$ cat src/rtl/ps2_pkg.sv
// Shared PS/2 definitions: controller states, keyboard commands and
// device responses used by the host transmitter and scancode receiver.
package ps2_pkg;

  typedef enum logic [2:0] {
    IDLE,
    INHIBIT,
    REQ,
    SHIFT,
    ACK,
    WAIT_IDLE
  } state_t;

  localparam logic [7:0] CMD_SET_LEDS = 8'hED;
  localparam logic [7:0] CMD_RESET    = 8'hFF;
  localparam logic [7:0] CMD_ENABLE   = 8'hF4;

  localparam logic [7:0] RSP_ACK      = 8'hFA;
  localparam logic [7:0] RSP_BAT_OK   = 8'hAA;

  // Shift order is LSB first: data[0..7], odd parity, stop.
  function automatic logic [9:0] make_frame(
    input logic [7:0] data
  );
    return {1'b1, ~^data, data};
  endfunction

endpackage

$ cat src/rtl/ps2_line_sync.sv
// Two-flop synchronizer for the PS/2 clock and data pins with
// single-cycle falling-edge strobes on the synchronized levels.
module ps2_line_sync (
  input  logic clock,
  input  logic reset,
  input  logic clk_raw,
  input  logic dat_raw,
  output logic clk_level,
  output logic dat_level,
  output logic clk_fall,
  output logic dat_fall
);

  logic [1:0] clk_ff;
  logic [1:0] dat_ff;
  logic       clk_prev;
  logic       dat_prev;

  // Reset to the idle-bus level so no edge is reported on release.
  always_ff @(posedge clock) begin
    if (!reset) begin
      clk_ff   <= 2'b11;
      dat_ff   <= 2'b11;
      clk_prev <= 1'b1;
      dat_prev <= 1'b1;
    end else begin
      clk_ff   <= {clk_ff[0], clk_raw};
      dat_ff   <= {dat_ff[0], dat_raw};
      clk_prev <= clk_ff[1];
      dat_prev <= dat_ff[1];
    end
  end

  assign clk_level = clk_ff[1];
  assign dat_level = dat_ff[1];
  assign clk_fall  = clk_prev & ~clk_ff[1];
  assign dat_fall  = dat_prev & ~dat_ff[1];

endmodule

$ cat src/rtl/ps2_host_tx.sv
// Host-to-device PS/2 command transmitter: inhibit, request-to-send,
// 11-bit frame clocked by the device, then ack and bus-idle wait.
module ps2_host_tx
  import ps2_pkg::*;
#(
  parameter int INHIBIT_CYCLES = 6000,
  parameter int REQ_CYCLES     = 4,
  parameter int TIMEOUT_CYCLES = 750000
) (
  input  logic       clock,
  input  logic       reset,
  input  logic       send_valid,
  input  logic [7:0] send_data,
  output logic       send_ready,
  output logic       busy,
  output logic       done,
  output logic       error,
  input  logic       ps2_clk_in,
  input  logic       ps2_dat_in,
  output logic       ps2_clk_oe,
  output logic       ps2_dat_oe
);

  localparam int MAX_CYCLES =
    (INHIBIT_CYCLES > TIMEOUT_CYCLES) ?
    INHIBIT_CYCLES : TIMEOUT_CYCLES;
  localparam int CW = $clog2(MAX_CYCLES + 1);

  localparam logic [CW-1:0] INH_LAST = CW'(INHIBIT_CYCLES - 1);
  localparam logic [CW-1:0] REQ_LAST = CW'(REQ_CYCLES - 1);
  localparam logic [CW-1:0] TO_LAST  = CW'(TIMEOUT_CYCLES - 1);

  state_t        state;
  logic [9:0]    frame;
  logic [3:0]    bit_cnt;
  logic [CW-1:0] cnt;

  logic clk_level;
  logic dat_level;
  logic clk_fall;
  logic unused_dat_fall;

  ps2_line_sync u_sync (
    .clock     (clock),
    .reset     (reset),
    .clk_raw   (ps2_clk_in),
    .dat_raw   (ps2_dat_in),
    .clk_level (clk_level),
    .dat_level (dat_level),
    .clk_fall  (clk_fall),
    .dat_fall  (unused_dat_fall)
  );

  always_ff @(posedge clock) begin
    if (!reset) begin
      state      <= IDLE;
      frame      <= '0;
      bit_cnt    <= '0;
      cnt        <= '0;
      ps2_clk_oe <= 1'b0;
      ps2_dat_oe <= 1'b0;
      send_ready <= 1'b1;
      busy       <= 1'b0;
      done       <= 1'b0;
      error      <= 1'b0;
    end else begin
      done  <= 1'b0;
      error <= 1'b0;
      if (state != IDLE && cnt != '1)
        cnt <= cnt + 1'b1;

      unique case (state)
        IDLE: begin
          if (send_valid && send_ready) begin
            frame      <= make_frame(send_data);
            bit_cnt    <= '0;
            cnt        <= '0;
            ps2_clk_oe <= 1'b1;
            ps2_dat_oe <= 1'b0;
            send_ready <= 1'b0;
            busy       <= 1'b1;
            state      <= INHIBIT;
          end
        end

        INHIBIT: begin
          if (cnt == INH_LAST) begin
            cnt        <= '0;
            ps2_dat_oe <= 1'b1;
            state      <= REQ;
          end
        end

        REQ: begin
          if (cnt == REQ_LAST) begin
            cnt        <= '0;
            ps2_clk_oe <= 1'b0;
            state      <= SHIFT;
          end
        end

        // A device edge outranks a timeout landing in the same cycle.
        SHIFT: begin
          if (clk_fall) begin
            cnt        <= '0;
            ps2_dat_oe <= ~frame[bit_cnt];
            if (bit_cnt == 4'd9)
              state <= ACK;
            else
              bit_cnt <= bit_cnt + 1'b1;
          end else if (cnt == TO_LAST) begin
            cnt        <= '0;
            ps2_clk_oe <= 1'b0;
            ps2_dat_oe <= 1'b0;
            error      <= 1'b1;
            send_ready <= 1'b1;
            busy       <= 1'b0;
            state      <= IDLE;
          end
        end

        ACK: begin
          if (clk_fall) begin
            cnt <= '0;
            if (!dat_level) begin
              state <= WAIT_IDLE;
            end else begin
              error      <= 1'b1;
              send_ready <= 1'b1;
              busy       <= 1'b0;
              state      <= IDLE;
            end
          end else if (cnt == TO_LAST) begin
            cnt        <= '0;
            ps2_clk_oe <= 1'b0;
            ps2_dat_oe <= 1'b0;
            error      <= 1'b1;
            send_ready <= 1'b1;
            busy       <= 1'b0;
            state      <= IDLE;
          end
        end

        WAIT_IDLE: begin
          if (clk_level && dat_level) begin
            cnt        <= '0;
            done       <= 1'b1;
            send_ready <= 1'b1;
            busy       <= 1'b0;
            state      <= IDLE;
          end else if (cnt == TO_LAST) begin
            cnt        <= '0;
            ps2_clk_oe <= 1'b0;
            ps2_dat_oe <= 1'b0;
            error      <= 1'b1;
            send_ready <= 1'b1;
            busy       <= 1'b0;
            state      <= IDLE;
          end
        end

        default: begin
          ps2_clk_oe <= 1'b0;
          ps2_dat_oe <= 1'b0;
          send_ready <= 1'b1;
          busy       <= 1'b0;
          state      <= IDLE;
        end
      endcase
    end
  end

endmodule
$ cat config.mk
export PLATFORM = sky130hd
export DESIGN_NAME = ps2_host_tx
export DESIGN_NICKNAME = d
export VERILOG_FILES = /design/src/rtl/ps2_pkg.sv /design/src/rtl/ps2_line_sync.sv /design/src/rtl/ps2_host_tx.sv
export SDC_FILE = /design/constraint.sdc
export NUM_CORES = 1
export LEC_CHECK = 0
export ABC_AREA = 1
export CAP_MARGIN = 10
export CORE_ASPECT_RATIO = 1.75
export CORE_MARGIN = 4
export CORE_UTILIZATION = 53
export DETAILED_ROUTE_END_ITERATION = 16
export PLACE_DENSITY_LB_ADDON = 0.08
export SYNTH_ARGS = -nofsm -noshare
export SYNTH_HDL_FRONTEND = slang
export SYNTH_SLANG_ARGS = --single-unit
$ cat constraint.sdc
create_clock -name clock -period 1.8 [get_ports clock]
set_input_delay 0.27 -clock clock [delete_from_list [all_inputs] [get_ports clock]]
set_output_delay 0.27 -clock clock [all_outputs]
set_load 0.01 [all_outputs]
==> results of run 1 <==
-- metal layers --
| layer | global-route usage | vias to the layer above | share of wire | wire (µm) |
|---|---|---|---|---|
| met5 | 0 | - | 0 | 0 |
| met4 | 0.119 | 0 | 0.042 | 323 |
| met3 | 0.0233 | 28 | 0.025 | 192 |
| met2 | 0.476 | 68 | 0.57 | 4340 |
| met1 | 0.246 | 1332 | 0.36 | 2770 |
| li1 | - | 1499 | - | - |
-- cells in the final DEF, fill, tap and decap left out, drive strengths merged --
cell type and instances:
a211oi 1, a21boi 2, a21oi 22, a31oi 1, a32oi 1, and2 1
buf 16, bufinv 3, clkbuf 5, clkdlybuf4s50 18, clkinv 2, dfxtp 48
ha 3, inv 54, nand2 122, nand3 33, nand3b 3, nand4 7
nor2 70, nor3 10, nor3b 2, o211ai 5, o21ai 30, o21bai 1
or2 5, xnor2 8, xor2 9
-- critical path: stages, from the launching register on --
cell and delay [ns]:
dfxtp_1 0.47, nand2_1 0.10, inv_1 0.10, nand2_1 0.10
nor2_1 0.20, nand3_4 0.12, nand2_4 0.10, buf_4 0.15
nand2_1 0.06, o21ai_0 0.10, nor2_1 0.08
-- final cells by class --
type                            instances  area [µm²]  area share
Clock inverter                          3        90.1      0.0259
Inverter                               56         216      0.0623
Timing Repair Buffer                   34         313      0.0901
Tap cell                               74        92.6      0.0267
Multi-Input combinational cell        336        1720       0.495
Sequential cell                        48         973       0.280
Clock buffer                            5        68.8      0.0198
-- through the flow --
stage / area (µm²) / hold WS [ns]
3_3_place_gp: 3260 / 0.405
5_1_grt: 3470 / 0.442
4_1_cts: 3420 / 0.429
6_report: 3470 / 0.422
2_1_floorplan: 2920 / 0.377
3_5_place_dp: 3260 / 0.405
-- state kept, by name, summed over array words and instances, names as in the netlist --
| signal | cells |
|---|---|
| u_sync.dat_ff | 2 |
| state | 3 |
| send_ready | 1 |
| done | 1 |
| ps2_clk_oe | 1 |
| frame | 10 |
| u_sync.clk_ff | 2 |
| error | 1 |
| u_sync.clk_prev | 1 |
| ps2_dat_oe | 1 |
| cnt | 20 |
| busy | 1 |
| bit_cnt | 4 |
-- cell families after synthesis --
logic type      count (synthesis)
simple gates                  253
xor+xnor                       17
flops                          48
fa+ha+maj                       3
buf+inv                        65
compound gates                 63
-- worst paths after layout --
path / from / to / slack, ns / cells after the start
max reg2reg: cnt[15] / cnt[15] / 0.12 / 10
max: cnt[15] / cnt[15] / 0.12 / 10
min: u_sync.clk_ff[0] / u_sync.clk_ff[1] / 0.42 / 1
min reg2reg: u_sync.clk_ff[0] / u_sync.clk_ff[1] / 0.42 / 1
-- power groups by stage --
| stage | Combinational (mW) | Clock, mW | Sequential, mW |
|---|---|---|---|
| floorplan | 1.50 | 0 | 1.56 |
| global placement | 1.93 | 0 | 1.62 |
| detailed placement | 1.94 | 0 | 1.63 |
| CTS | 1.97 | 1.09 | 1.60 |
| global route | 2.29 | 1.13 | 1.67 |
| finish | 1.98 | 1.07 | 1.63 |
==> results.cfg, run 1 <==
[status]
status = complete, no violations

[timing]
setup_viol = 0
slew_viol_final = 0
finalWorstSetupSlack_ns = 0.120
max_freq_mhz = 595
skew_ns = 0.00968
setup_tns_ns = 0
fin_crit_ns = 1.68
tightest_slew_ns = 0.311
final_hold_viol_count = 0
slew_headroom = 0.792
period_share = 0.933

[floorplan]
io_pins = 19
die_area_um2 = 6800
rows = 35
chipWidth_um = 64.1
die_y_um = 106
start_util = 0.550
core_um2 = 5300

[layout]
diodes = 0
final.fill_count = 519
finalNonFillerCells = 556
drive_gt1_frac = 0.149
fin_nets = 497
final_util = 0.655
area_growth_pct = 19.1

[synthesis]
netlist_instances = 449
synth_top_area_cell = dfxtp_1
syn_area_per_cell_um2 = 6.50
synth_top_area_share = 0.329
synth_nets = 465
yosys_warnings = 0
yosysSeqAreaShare = 0.329
synthAdderAreaFrac = 0.0129
synth_cell_types = 37
yosys-top-cells-area = dfxtp_1 (33%), nand2_1 (15%), nor2_1 (7.7%)
ys_top_cells_by_count = nand2_1 (115), nor2_1 (60), inv_1 (50), dfxtp_1 (48), nand3_1 (29)
synth_area_um2 = 2920
synth-xor-area-share = 0.0511
synth_top_family_by_area = simple AND/OR/NAND/NOR gates
synth_compound_area_frac = 0.121
synth.most_common_cell = nand2_1
synth_mux_area_frac = 0
async_flop_share = 0
synth_edf_count = 0
ys.flop_type = dfxtp_1
synth_simple_gate_area_share = 0.389
ys_ff_latch = 48

[cts]
holdBufCountCts = 0
cts_setup_buffers = 0
clockBufferDepth = 2
clock_sinks = 48
cts-resized-gates = 0
cts-buffers-inserted = 5
htreeDepth = 2
clk_latency_ns = 0.30
cts_tree = yes
path_clk_slew_ns = 0.10
ctsRootBufferMaster = clkbuf_8

[pwr]
clockPowerShare = 0.229
power.total_mw = 4.69
ir_drop_v = 0.000872
powerDensity_nw_per_um2 = 1350
p_switching_mw = 1.87
seqPwrFrac = 0.349
combPwrFrac = 0.423
p_leak_nw = 1.39
swShare = 0.400
p_int_mw = 2.81

[global_routing]
grtUsageTotal = 0.243
antenna_found_initial = 0
overflow = 0
grt_first_pass_wirelength_mm = 13.2
first_global_vias = 2914
grt_max_degree = 29

[placed_design]
gp_routability_congestion = 1.03
numPortBuffers = 18
dp_cells = 548
hpwl_mm = 5.97
pre_cts_ws_ns = 0.0466

[worst_setup_path]
cp-end-kind = register
path_max_fanout = 7
path_class = reg2reg
arrival_ns = 1.88
crit_path_start_kind = register
worstPathRequired_ns = 2.00

[route]
vias = 2927
drc_errors = 0
drtIter0Drc = 161
drt_pre_antenna_iters = 4
drtAntennaViolNets = 0
avgViaCountPerCell = 5.26
drt_wl_total_mm = 7.62
wl_per_cell_um = 13.7

[worst_hold_path]
hp-class = reg2reg

[flow_run]
drv_cap = 0
Note: power is estimated with default switching activity, not from simulation.
==> run 2: changes to the inputs <==
HOLD_SLACK_MARGIN = 0.1   (was default)
==> results of run 2 <==
Same layout as run 1: the final DEF is identical, and so are final timing and power.
